`config.mk`:
```
export PLATFORM = sky130hd
export DESIGN_NAME = mc_control_fsm
export DESIGN_NICKNAME = d
export VERILOG_FILES = /design/src/rtl/mc_control_fsm.sv
export SDC_FILE = /design/constraint.sdc
export NUM_CORES = 1
export LEC_CHECK = 0
export BUFFER_PORTS_ARGS = -buffer_cell sky130_fd_sc_hd__clkbuf_2
export CORE_ASPECT_RATIO = 0.75
export CORE_MARGIN = 8
export CORE_UTILIZATION = 39
export CTS_CLUSTER_DIAMETER = 120
export DETAILED_ROUTE_END_ITERATION = 6
export GPL_TIMING_DRIVEN = 0
export PLACE_DENSITY = 0.74
export RECOVER_POWER = 50
export REMOVE_ABC_BUFFERS = 1
export SYNTH_ARGS = -nofsm -noshare
export SYNTH_HDL_FRONTEND = slang
export SYNTH_SLANG_ARGS = --single-unit
```
`constraint.sdc`:
```
create_clock -name clk -period 1.2 [get_ports clk]
set_input_delay 0.24 -clock clk [delete_from_list [all_inputs] [get_ports clk]]
set_output_delay 0.24 -clock clk [all_outputs]
set_load 0.03 [all_outputs]
```
`src/rtl/mc_control_fsm.sv`:
```
// mc_control_fsm: multicycle MIPS-subset control sequencer with Moore outputs
// and a req/ready memory handshake.
module mc_control_fsm #(
  parameter int STATE_W = 5
) (
  input  logic               clk,
  input  logic               rst_n,
  input  logic [5:0]         opcode,
  input  logic [5:0]         funct,
  input  logic               mem_ready,
  output logic               mem_req,
  output logic               mem_we,
  output logic               iord,
  output logic               ir_write,
  output logic               pc_write,
  output logic               pc_write_cond,
  output logic [1:0]         pc_src,
  output logic               alu_src_a,
  output logic [1:0]         alu_src_b,
  output logic [2:0]         alu_op,
  output logic [2:0]         reg_dst,
  output logic [1:0]         mem_to_reg,
  output logic               reg_write,
  output logic               bad_op,
  output logic [STATE_W-1:0] state
);
  typedef enum logic [STATE_W-1:0] {
    RST = '0, FETCH, FLATCH, DECODE, EXEC_R, WB_R, EXEC_I, WB_I, MADDR,
    MRD, WB_MEM, MWR, BRANCH, JUMP, JAL, JR, TRAP
  } state_e;
  state_e state_q, state_d;
  logic   r_ok;
  assign r_ok  = funct inside {6'h20, 6'h22, 6'h24, 6'h25, 6'h2A};
  assign state = state_q;
  always_ff @(posedge clk or negedge rst_n) begin
    if (!rst_n) state_q <= RST;
    else        state_q <= state_d;
  end
  always_comb begin
    state_d = state_q;
    case (state_q)
      RST:    state_d = FETCH;
      FETCH:  state_d = mem_ready ? FLATCH : FETCH;
      FLATCH: state_d = DECODE;
      DECODE: case (opcode)
        6'h00:   state_d = r_ok ? EXEC_R : (funct == 6'h08) ? JR : TRAP;
        6'h08:   state_d = EXEC_I;
        6'h23,
        6'h2B:   state_d = MADDR;
        6'h04:   state_d = BRANCH;
        6'h02:   state_d = JUMP;
        6'h03:   state_d = JAL;
        default: state_d = TRAP;
      endcase
      EXEC_R: state_d = WB_R;
      EXEC_I: state_d = WB_I;
      MADDR:  state_d = (opcode == 6'h2B) ? MWR : MRD;
      MRD:    state_d = mem_ready ? WB_MEM : MRD;
      MWR:    state_d = mem_ready ? FETCH : MWR;
      WB_R, WB_I, WB_MEM, BRANCH, JUMP, JAL, JR: state_d = FETCH;
      TRAP:   state_d = TRAP;
      default: state_d = RST;
    endcase
  end
  // Outputs depend on state_q alone, so no input reaches an output combinationally.
  always_comb begin
    mem_req = 1'b0; mem_we = 1'b0; iord = 1'b0; ir_write = 1'b0;
    pc_write = 1'b0; pc_write_cond = 1'b0; pc_src = 2'b00;
    alu_src_a = 1'b0; alu_src_b = 2'b00; alu_op = 3'b000;
    reg_dst = 3'b000; mem_to_reg = 2'b00; reg_write = 1'b0; bad_op = 1'b0;
    case (state_q)
      FETCH:  mem_req = 1'b1;
      FLATCH: begin ir_write = 1'b1; pc_write = 1'b1; alu_src_b = 2'b01; end
      DECODE: alu_src_b = 2'b11;
      EXEC_R: begin alu_src_a = 1'b1; alu_op = 3'b010; end
      WB_R:   begin reg_dst = 3'b001; reg_write = 1'b1; end
      EXEC_I, MADDR: begin alu_src_a = 1'b1; alu_src_b = 2'b10; end
      WB_I:   reg_write = 1'b1;
      MRD:    begin mem_req = 1'b1; iord = 1'b1; end
      WB_MEM: begin mem_to_reg = 2'b01; reg_write = 1'b1; end
      MWR:    begin mem_req = 1'b1; iord = 1'b1; mem_we = 1'b1; end
      BRANCH: begin alu_src_a = 1'b1; alu_op = 3'b001; pc_write_cond = 1'b1; pc_src = 2'b01; end
      JUMP:   begin pc_write = 1'b1; pc_src = 2'b10; end
      JAL:    begin pc_write = 1'b1; pc_src = 2'b10; reg_dst = 3'b010; mem_to_reg = 2'b10; reg_write = 1'b1; end
      JR:     begin pc_write = 1'b1; pc_src = 2'b11; end
      TRAP:   bad_op = 1'b1;
      default: ;
    endcase
  end
endmodule

```
# After elaboration in Yosys (flattened, before gate mapping)
# Cells that the tools add are included.
dict set report word_totals {
  regBits 5
  ram_bits 0
  latchBits 0
  memories 0
  out_inout_bits 26
  mem_bits_ro 0
  in_bits 15
}
dict set report op_classes {
  mux 22
  div 0
  magnitude_cmp 0
  eq_ne 28
  n_addsub 0
  bitwise_logic 0
  shifts 0
  n_mul 0
  reduce_logical 12
}
# operator count
set ops {}
lappend ops {{$pmux 5 s10} 1}
lappend ops {{$eq 6x6->1 const B} 7}
lappend ops {{$eq 5x4->1 const B} 8}
lappend ops {{$pmux 5 s6} 1}
lappend ops {{$eq 5x3->1 const B} 4}
lappend ops {{$eq 6x2->1 const B} 2}
lappend ops {{$eq 6x4->1 const B} 2}
lappend ops {{$pmux 2 s2} 3}
lappend ops {{$pmux 2 s3} 2}
lappend ops {{$reduce_or 4->1} 3}
lappend ops {{$eq 5x2->1 const B} 2}
lappend ops {{$mux 5} 2}
lappend ops {{$mux 1} 9}
lappend ops {{$reduce_or 2->1} 4}
lappend ops {{$reduce_or 8->1} 1}
lappend ops {{$eq 6x3->1 const B} 1}
lappend ops {{$logic_not 6->1} 1}
lappend ops {{$mux 2} 3}
lappend ops {{$eq 5x1->1 const B} 1}
lappend ops {{$eq 5x5->1 const B} 1}
lappend ops {{$logic_not 5->1} 1}
lappend ops {{$reduce_bool 5->1} 1}
lappend ops {{$mux 4} 1}
lappend ops {{$reduce_or 3->1} 1}

# Depth between registers and ports, before layout
# Gate-level depths: netlist of the first run.
dict set report logic_depth {
  depth_word 5
  mapped_depth 6
  depth_no_buf 5
}

# Worst setup path after synthesis of the first run
# OpenSTA, ideal clock, no wires.
dict set report synth_path {
  kind {register -> output}
  from {register state_q[1] (netlist: state[1])}
  to {output pc_write}
  slack_ns -1.317
  required_time_ns 0.960
  path_stages_with_launch 5
  t_arrival_ns 2.277
  path_buffers 1
  path_cell_list {dfrtp_1 clkbuf_1 nand2_1 nor4_1 or2_1}
}
dict set report synth_via {
  elab_chain_cells 3
}
# element line_no
set synth_lines {}
lappend synth_lines {{start, declared} 31} ;# state_e state_q, state_d;
lappend synth_lines {{start signal, assigned} 37} ;# else state_q <= state_d;
lappend synth_lines {{$eq 5x4->1 / $eq 5x2->1 (equally long branches)} 71} ;# case (state_q)
lappend synth_lines {{$reduce_or 4->1 (no source line) *} n/a}
lappend synth_lines {{$mux 1 *} 71}
lappend synth_lines {{end, declared} 15} ;# output logic pc_write,
# Every way passes the cells marked *; elsewhere a longest branch is shown, timed or not.

# Worst setup path in the final report of the first run
dict set report layout_path {
  from {register state_q[1] (netlist: state[1])}
  to {output alu_src_b[1]}
}
dict set report layout_via {
  elab_chain_cells 3
}
# element line_no
set layout_lines {}
lappend layout_lines {{$eq 5x4->1 / $eq 5x3->1 (equally long branches)} 71}
lappend layout_lines {{$reduce_or 2->1} n/a}
lappend layout_lines {{$pmux 2 s3 *} 71}
lappend layout_lines {{end, declared} 19} ;# output logic [1:0] alu_src_b,
# Marks and branches as above.

==> flow_metrics.py, run 1 <==
metrics = {
    "sta": {
        "finalHoldViolCount": 0,
        "rsz0062_at_grt": "true",
        "skew_ns": 0.00804,
        "period_share_pct": 155,
        "setup_viol": 29,
        "fin_ws_ns": -0.660,
        "min_period_ns": 1.86,
        "slew_headroom_pct": 67.4,
        "fmax_mhz": 538,
        "tightestPinTransition_ns": 0.476,
        "slew_violations": 0,
        "tns_ns": -11.71,
    },
    "final_layout": {
        "n_antenna_cell": 0,
        "nFillCells": 69,
        "fin_util_pct": 91.3,
        "regArea_um2": 131,
        "layout-area-overhead-vs-synth_pct": 116,
        "nets": 189,
        "drive_gt1_share_pct": 67.6,
        "largest_reg_flops": 5,
        "multi_input_area_um2": 767,
    },
    "worst_setup_path": {
        "rr_worst_depth": 6,
        "required_ns": 0.96,
        "reg2reg_from": "state[3]",
        "cp.arrival_ns": 1.62,
        "critPathKind": "reg -> out",
        "end_kind": "output pin",
        "worstSetupStartpointType": "flip-flop",
        "cp_max_fo": 5,
        "r2r_setup_slack_ns": -0.51,
        "r2r-end": "state[0]",
    },
    "logic_synthesis": {
        "syn_inst": 107,
        "yosys.area.top_type_share_pct": 16.7,
        "synth_xor_area_share_pct": 1.17,
        "synth.distinct_cells": 42,
        "yosys.area_share.adder_pct": 0,
        "synth-compound-area-share_pct": 25.9,
        "yosysSeqAreaShare_pct": 16.7,
        "synth-simple-area-share_pct": 45.7,
        "syn_area_um2": 748,
        "yosysWarningCount": 0,
        "synth_top_family_by_area": "simple AND/OR/NAND/NOR gates",
        "avgSynthCellArea_um2": 6.99,
        "synth-seq-cells": 5,
        "synth_area_leader_cell": "dfrtp_1",
        "synth.area.top_cells": "dfrtp_1 (17%), nor2_1 (9.0%), a21oi_1 (6.7%)",
        "synth.area.mux_share_pct": 0,
    },
    "clocking": {
        "clk_pin_slew_worst_paths_ns": 0.06,
        "clock_latency_ns": 0.26,
        "cts_buffer_depth": 2,
        "cts.sinks": 5,
        "cts_max_level": 1,
        "cts_root_buf": "clkbuf_4",
        "cts_buffers": 3,
        "cts_tree": "yes",
    },
    "floorplanning": {
        "fp.dieW_um": 66.6,
        "dieArea_um2": 3590,
        "fp-row-count": 13,
        "initial_core_util_pct": 42.2,
        "die_y_um": 53.9,
        "core_um2": 1770,
        "io_pins": 41,
    },
    "place": {
        "dpl.hpwl_um": 1970,
        "routabilityCongestion": 0.860,
        "numPortBuffers": 38,
        "place_ws_ns": -0.605,
    },
    "route": {
        "drc": 0,
        "wl_um": 5120,
        "drtIter0Drc": 113,
        "vias": 1288,
        "wire_per_inst_um": 26.3,
        "ant_nets": 0,
        "viasPerCell": 6.61,
        "first_pass_iters": 5,
    },
    "global_route": {
        "met1_usage_pct": 27.4,
        "grt_pass1_vias": 1219,
        "grt_util_met2_pct": 40.9,
        "use_met3_pct": 5.80,
        "antenna_found_initial": 0,
        "grt_overflow": 0,
        "grt_max_degree": 9,
        "grt_pass1_wl_um": 6710,
        "track_usage_pct": 24.8,
        "top_usage_layer": "met2",
    },
    "power_and_ir_drop": {
        "peakVddDrop_v": 0.00128,
        "power.density_nw_per_um2": 1730,
        "power_w": 0.00281,
        "power.leakage_nw": 0.693,
    },
    "worst_hold_path": {
        "worstHoldStart": "funct[4]",
        "min_path_cells": 3,
        "whs_endpoint": "state[4]",
        "hp-class": "in -> reg",
    },
    "run_status": {
        "violations": "setup timing",
        "outcome": "complete, but fails checks",
    },
    "job": {
        "cap_violations": 0,
    },
}
## metal layers
metal / vias to the layer above / routed length [µm]
met1: 590 / 1760
met3: 47 / 560
met4: 0 / 480
li1: 511 / -
met5: - / 0
met2: 140 / 2320
## Yosys cell counts (all sizes together)
library cell and instances:
nor3b 3, nand3 2, a22oi 1, o21bai 2, clkbuf 2, o211ai 1, o22ai 1, a22o 1
o32ai 1, dfrtp 5, a31oi 1, or2 4, o21ai 4, nor2b 2, nor2 18, inv 5
o21a 1, nand3b 1, nor4b 1, nor4 4, o32a 1, nor4bb 1, buf 7, nand2 7
nand4 1, nand2b 7, a21oi 11, o31a 2, xor2 1, nor3 7, a2111oi 1, conb 1
## power by group
group | internal [W] | switching [W]
Combinational | 0.000981 | 0.00125
Clock | 0.000123 | 0.000105
Sequential | 0.000223 | 0.000125
Total | 0.00133 | 0.00148
## metrics by stage
stage	cell area, µm²	hold WS [ns]	cells
CTS	1410	0.286	188
global route	1620	0.347	195
finish	1620	0.349	195
floorplan	696	-0.0556	99
global placement	913	0.0551	159
detailed placement	913	0.0638	159
## placed cells by master, fill, tap and decap left out, types with 2 or more instances in the layout
master,count
o21ai_0,2
nand2b_1,2
dfrtp_2,5
clkbuf_4,4
nand2_1,5
nor3b_2,2
nor2_2,3
nor4_4,3
or2_1,2
nand2b_4,5
a21oi_1,8
buf_6,15
inv_4,2
conb_1,2
nor2_4,5
clkbuf_8,9
o21ai_1,2
buf_8,5
o31a_1,2
nor3_4,4
clkbuf_2,13
o21bai_1,2
inv_1,2
nor3_1,2
a21oi_2,3
buf_4,25
nor2_1,10
## final cells by class
class / count / share of cell area [%]
inverter: 5 / 1.47
tap: 22 / 1.70
clock inverter: 1 / 0.309
timing repair buffer: 70 / 39.6
clock buffer: 3 / 1.39
sequential: 5 / 8.11
multi-input combinational: 89 / 47.4
## worst max path at each step
stage          startpoint            to  slack, ns  cells after the start
2_1_floorplan    state[1]      pc_write      -1.19                      3
3_3_place_gp     state[1]      state[0]      -0.54                      5
3_5_place_dp     state[1]      state[0]      -0.61                      5
4_1_cts          state[1]  alu_src_b[1]      -0.48                      6
5_1_grt          state[3]  alu_src_b[1]      -0.70                      7
6_report         state[1]  alu_src_b[1]      -0.66                      5
## timing repair
item,CTS,global route
gates resized for setup,75,48
hold endpoints to repair,5,0
buffers inserted,24,8
setup endpoints to repair,29,29
hold buffers,1,0
pin swaps,3,9
cloned,0,0
## critical path, stage by stage (launching register included)
cell and delay [ns]:
dfrtp_2 0.47, buf_6 0.16, nand2_2 0.07, o32a_1 0.33
nor2_2 0.15, clkbuf_8 0.18
## kinds of logic (layout without fill, tap and decap cells)
logic type / after synthesis / in the layout
buf+inv: 14 / 79
xor+xnor: 1 / 1
other cells: 1 / 2
simple gates: 58 / 58
flops: 5 / 5
compound gates: 28 / 28
Note: power is estimated with default switching activity, not from simulation.
==> run 2, diff against run 1 <==
- CORE_UTILIZATION: 39 -> 40
- PLACE_DENSITY: 0.74 -> 0.73
- clock period: 1.2 -> 2.2 ns (I/O delays scaled with it)
==> flow_metrics.py, run 2 (synthesis results as in run 1) <==
metrics = {
    "final_layout": {
        "nets": 161,
        "nFillCells": 175,
        "multi_input_area_um2": 543,
        "regArea_um2": 130,
        "layout_commonest_cell": "clkbuf_2",
        "layout-area-overhead-vs-synth_pct": 28.9,
        "fin_util_pct": 55.4,
        "largest_reg_flops": 5,
        "drive_gt1_share_pct": 37.9,
        "n_antenna_cell": 0,
        "most-common-layout-cells": "clkbuf_2 (31), nor2_1 (18), a21oi_1 (10)",
    },
    "floorplanning": {
        "fp.dieW_um": 65.9,
        "initial_core_util_pct": 43.0,
        "dieArea_um2": 3520,
        "io_pins": 41,
        "die_y_um": 53.5,
        "core_um2": 1740,
        "fp-row-count": 13,
    },
    "global_route": {
        "grt_overflow": 0,
        "grt_pass1_wl_um": 3770,
        "track_usage_pct": 13.1,
        "grt_max_degree": 17,
        "grt_pass1_vias": 889,
        "antenna_found_initial": 0,
    },
    "worst_setup_path": {
        "worstSetupStartpointType": "flip-flop",
        "crit_top_cell": "nor2_1",
        "cp_max_fo": 8,
        "crit_slowest_cell": "dfrtp_2",
        "cp.arrival_ns": 1.62,
        "crit_chain": "nand2b_2 > nor2_1 > a21oi_1 > o32a_1 > nor2_1 > clkbuf_4",
        "required_ns": 1.76,
        "slowest_delay_ns": 0.45,
        "end_kind": "output pin",
        "critPathKind": "reg -> out",
    },
    "power_and_ir_drop": {
        "peakVddDrop_v": 0.000441,
        "power_w": 0.000817,
        "power.density_nw_per_um2": 847,
        "power.leakage_nw": 0.429,
    },
    "worst_hold_path": {
        "hp-class": "in -> reg",
    },
    "sta": {
        "min_period_ns": 2.06,
        "finalHoldViolCount": 0,
        "slew_violations": 0,
        "skew_ns": 0.000359,
        "slew_headroom_pct": 61.0,
        "fmax_mhz": 485,
        "tightestPinTransition_ns": 0.580,
        "setup_viol": 0,
        "rsz0062_at_grt": "false",
        "period_share_pct": 93.8,
    },
    "place": {
        "routabilityCongestion": 0.911,
        "dpl.hpwl_um": 1840,
        "numPortBuffers": 38,
    },
    "clocking": {
        "cts_buffer_depth": 2,
        "cts_tree": "yes",
        "cts_buffers": 3,
        "clk_pin_slew_worst_paths_ns": 0.05,
        "cts_max_level": 1,
        "cts.sinks": 5,
        "cts_root_buf": "clkbuf_4",
        "clock_latency_ns": 0.24,
    },
    "route": {
        "first_pass_iters": 4,
        "wire_per_inst_um": 13.6,
        "vias": 867,
        "wl_um": 2270,
        "drc": 0,
        "viasPerCell": 5.19,
        "drtIter0Drc": 36,
        "ant_nets": 0,
    },
    "job": {
        "cap_violations": 0,
    },
    "run_status": {
        "outcome": "completed",
    },
}
-- run 2: area by class of cell --
| type | instances | share of cell area, % |
|---|---|---|
| multi-input cells | 89 | 56.3 |
| flip-flops and latches | 5 | 13.5 |
| well taps | 22 | 2.85 |
| clock buffers | 3 | 2.33 |
| repair buffers | 42 | 22.6 |
| clock inverters | 1 | 0.519 |
| inverters | 5 | 1.95 |
-- run 2: worst max-delay path, delay by kind of cell, from the launching register on --
kind	cells	cell delay [ns]
DFF	1	0.45
buffers and inverters	1	0.22
AOI/OAI and AO/OA	2	0.23
and+or+nand+nor	3	0.48
-- run 2: final timing paths --
| check | startpoint | slack, ns | cells after the start | end |
|---|---|---|---|---|
| min in group asynchronous | rst_n | 0.57 | 2 | state[4] |
| min reg2reg | state[0] | 0.70 | 1 | state[2] |
| min | funct[4] | 0.49 | 3 | state[4] |
| max in group asynchronous | rst_n | 1.41 | 2 | state[0] |
| max | state[2] | 0.14 | 6 | alu_src_b[1] |
| max reg2reg | state[4] | 0.24 | 5 | state[0] |
-- run 2: repair_timing --
item	in CTS	in global routing
setup endpoints to repair	1	3
hold buffers	1	0
buffers inserted	0	3
gates resized for setup	1	6
hold endpoints to repair	4	0
-- run 2: power breakdown --
part | internal [W] | switching [W]
Clock | 0.0000658 | 0.0000396
Sequential | 0.000120 | 0.0000932
Combinational | 0.000165 | 0.000333
Total | 0.000351 | 0.000466
-- run 2: metrics by stage --
step	instance area [µm²]	setup WS (ns)	setup TNS, ns	std cells	hold slack, ns
global route	965	0.0106	0	167	0.495
CTS	953	0.0242	0	164	0.496
detailed placement	913	0.262	0	159	0.257
finish	965	0.137	0	167	0.489
floorplan	696	-0.393	-0.399	99	0.144
global placement	913	0.297	0	159	0.254
-- run 2: routing by layer --
metal	vias up	routed length, µm	global-route usage (%)	share of wire (%)
met4	0	0	1.77	0
met2	9	1190	24.7	52
li1	456	-	-	-
met1	402	1040	15.1	46
met5	-	0	0	0
met3	0	38	2.95	1.7
==> run 3, diff against run 2 <==
==> constraint.sdc (replaced) <==
create_clock -name clk -period 2.2 [get_ports clk]
set_input_delay 0.11 -clock clk [delete_from_list [all_inputs] [get_ports clk]]
set_output_delay 0.11 -clock clk [all_outputs]
set_load 0.03 [all_outputs]
==> flow_metrics.py, run 3 (synthesis results as in run 1) <==
metrics = {
    "run_status": {
        "outcome": "completed",
    },
    "route": {
        "dr_wl_met2_um": 1160,
        "first_pass_iters": 4,
        "met1_length_um": 989,
        "drc": 0,
        "wire_per_inst_um": 13.5,
        "wl_met3_um": 55,
        "wl_um": 2210,
        "vias": 858,
        "drtIter0Drc": 28,
        "ant_nets": 0,
        "viasPerCell": 5.23,
        "highest_layer": "met3",
    },
    "global_route": {
        "track_usage_pct": 13.1,
        "grt_overflow": 0,
        "grt_pass1_vias": 889,
        "grt_max_degree": 17,
        "antenna_found_initial": 0,
        "grt_pass1_wl_um": 3770,
    },
    "clocking": {
        "cts_root_buf": "clkbuf_4",
        "clk_pin_slew_worst_paths_ns": 0.05,
        "cts_tree": "yes",
        "cts_setup_buffers": 0,
        "cts_buffers": 3,
        "clock_latency_ns": 0.24,
        "cts_buffer_depth": 2,
        "cts_max_level": 1,
        "cts.sinks": 5,
    },
    "sta": {
        "finalHoldViolCount": 0,
        "skew_ns": 0.000368,
        "rsz0062_at_grt": "false",
        "fmax_mhz": 536,
        "period_share_pct": 84.8,
        "slew_violations": 0,
        "setup_viol": 0,
        "hold-worst-slack_ns": 0.199,
        "min_period_ns": 1.87,
    },
    "final_layout": {
        "nets": 158,
        "most-common-layout-cells": "clkbuf_2 (27), nor2_1 (18), clkbuf_1 (11)",
        "layout-area-overhead-vs-synth_pct": 25.3,
        "final_cells": 164,
        "final_area_um2": 937,
        "n_antenna_cell": 0,
        "drive_gt1_share_pct": 31.0,
        "largest_reg_flops": 5,
        "layout_commonest_cell": "clkbuf_2",
    },
    "worst_setup_path": {
        "end_kind": "output pin",
        "cp.arrival_ns": 1.76,
        "r2r_setup_slack_ns": 0.41,
        "reg2reg_from": "state[1]",
        "r2r-end": "state[0]",
        "required_ns": 2.09,
        "critPathKind": "reg -> out",
        "worstSetupStartpointType": "flip-flop",
        "cp_max_fo": 12,
        "rr_worst_depth": 5,
    },
    "place": {
        "dp_cells": 159,
        "placed_cell_area_um2": 913,
        "routabilityCongestion": 0.911,
        "numPortBuffers": 38,
        "dpl.hpwl_um": 1840,
    },
    "worst_hold_path": {
        "whs_endpoint": "state[4]",
        "worstHoldStart": "funct[4]",
        "hp-class": "in -> reg",
        "min_path_cells": 3,
    },
    "floorplanning": {
        "core_um2": 1740,
        "io_pins": 41,
        "dieArea_um2": 3520,
        "initial_core_util_pct": 43.0,
        "die_y_um": 53.5,
        "fp.dieW_um": 65.9,
        "fp-row-count": 13,
    },
    "power_and_ir_drop": {
        "peakVddDrop_v": 0.000430,
        "pwr-share-seq_pct": 26.1,
        "switching_share_pct": 58.0,
        "power.leakage_nw": 0.402,
        "p_clk_share_pct": 13.1,
        "power.density_nw_per_um2": 855,
        "comb_power_share_pct": 60.7,
        "switchingPower_w": 0.000464,
        "p_int_w": 0.000337,
    },
    "job": {
        "cap_violations": 0,
    },
}
[run 3: changes by cell type in the layout (fill, tap and decap cells not counted), moves of 3 or more]
cell      before  now
clkbuf_2      31   27
clkbuf_1       6   11
dfrtp_1        1    5
dfrtp_2        4    0
buf_4          3    0
[run 3: cell type report]
cell class	instances	area, µm²
clock buffers	3	22.5
clock inverters	1	5.00
fillers	182	803
inverters	5	18.8
multi-input cells	89	552
flip-flops and latches	5	125
well taps	22	27.5
repair buffers	39	186
[run 3: what timing repair did]
action	in CTS	in global routing
endpoints found under the hold margin	5	0
hold buffers	1	0
resized for setup	0	0
[run 3: how the worst max path moves through the flow]
| stage | startpoint | end | slack [ns] |
|---|---|---|---|
| after floorplan | state[1] | pc_write | -0.06 |
| after global placement | state[1] | state[0] | 0.46 |
| after detailed placement | state[1] | state[0] | 0.41 |
| after CTS | state[2] | alu_src_b[1] | 0.33 |
| after global routing | state[2] | alu_src_b[1] | 0.14 |
| final | state[2] | alu_src_b[1] | 0.33 |
[run 3: critical path, stage by stage (launching register included)]
cell and delay [ns]:
dfrtp_1 0.51, nand2b_1 0.32, nor2_1 0.14, a21oi_1 0.05, o32a_1 0.19, nor2_1 0.08, clkbuf_2 0.22
[run 3: per-layer routing]
| metal | global-route usage (%) | up-vias |
|---|---|---|
| met5 | 0 | - |
| met4 | 1.77 | 0 |
| met3 | 2.95 | 0 |
| met2 | 24.7 | 15 |
| met1 | 15.1 | 396 |
| li1 | - | 447 |
[run 3: power by group through the flow]
stage / Combinational [W] / Clock (W) / Sequential (W)
after floorplan: 0.000316 / 0 / 0.000233
after global placement: 0.000494 / 0 / 0.000207
after detailed placement: 0.000501 / 0 / 0.000211
after CTS: 0.000502 / 0.000110 / 0.000210
after global routing: 0.000534 / 0.000122 / 0.000222
final: 0.000486 / 0.000105 / 0.000209
[run 3: stage by stage]
step / setup slack [ns] / utilization, % / power, W / setup TNS, ns
after floorplan: -0.0628 / - / 0.000549 / -0.0628
after global placement: 0.460 / 52.5 / 0.000701 / 0
after CTS: 0.325 / 54.6 / 0.000822 / 0
after detailed placement: 0.414 / 52.5 / 0.000712 / 0
final: 0.334 / 53.8 / 0.000801 / 0
after global routing: 0.144 / 53.8 / 0.000878 / 0
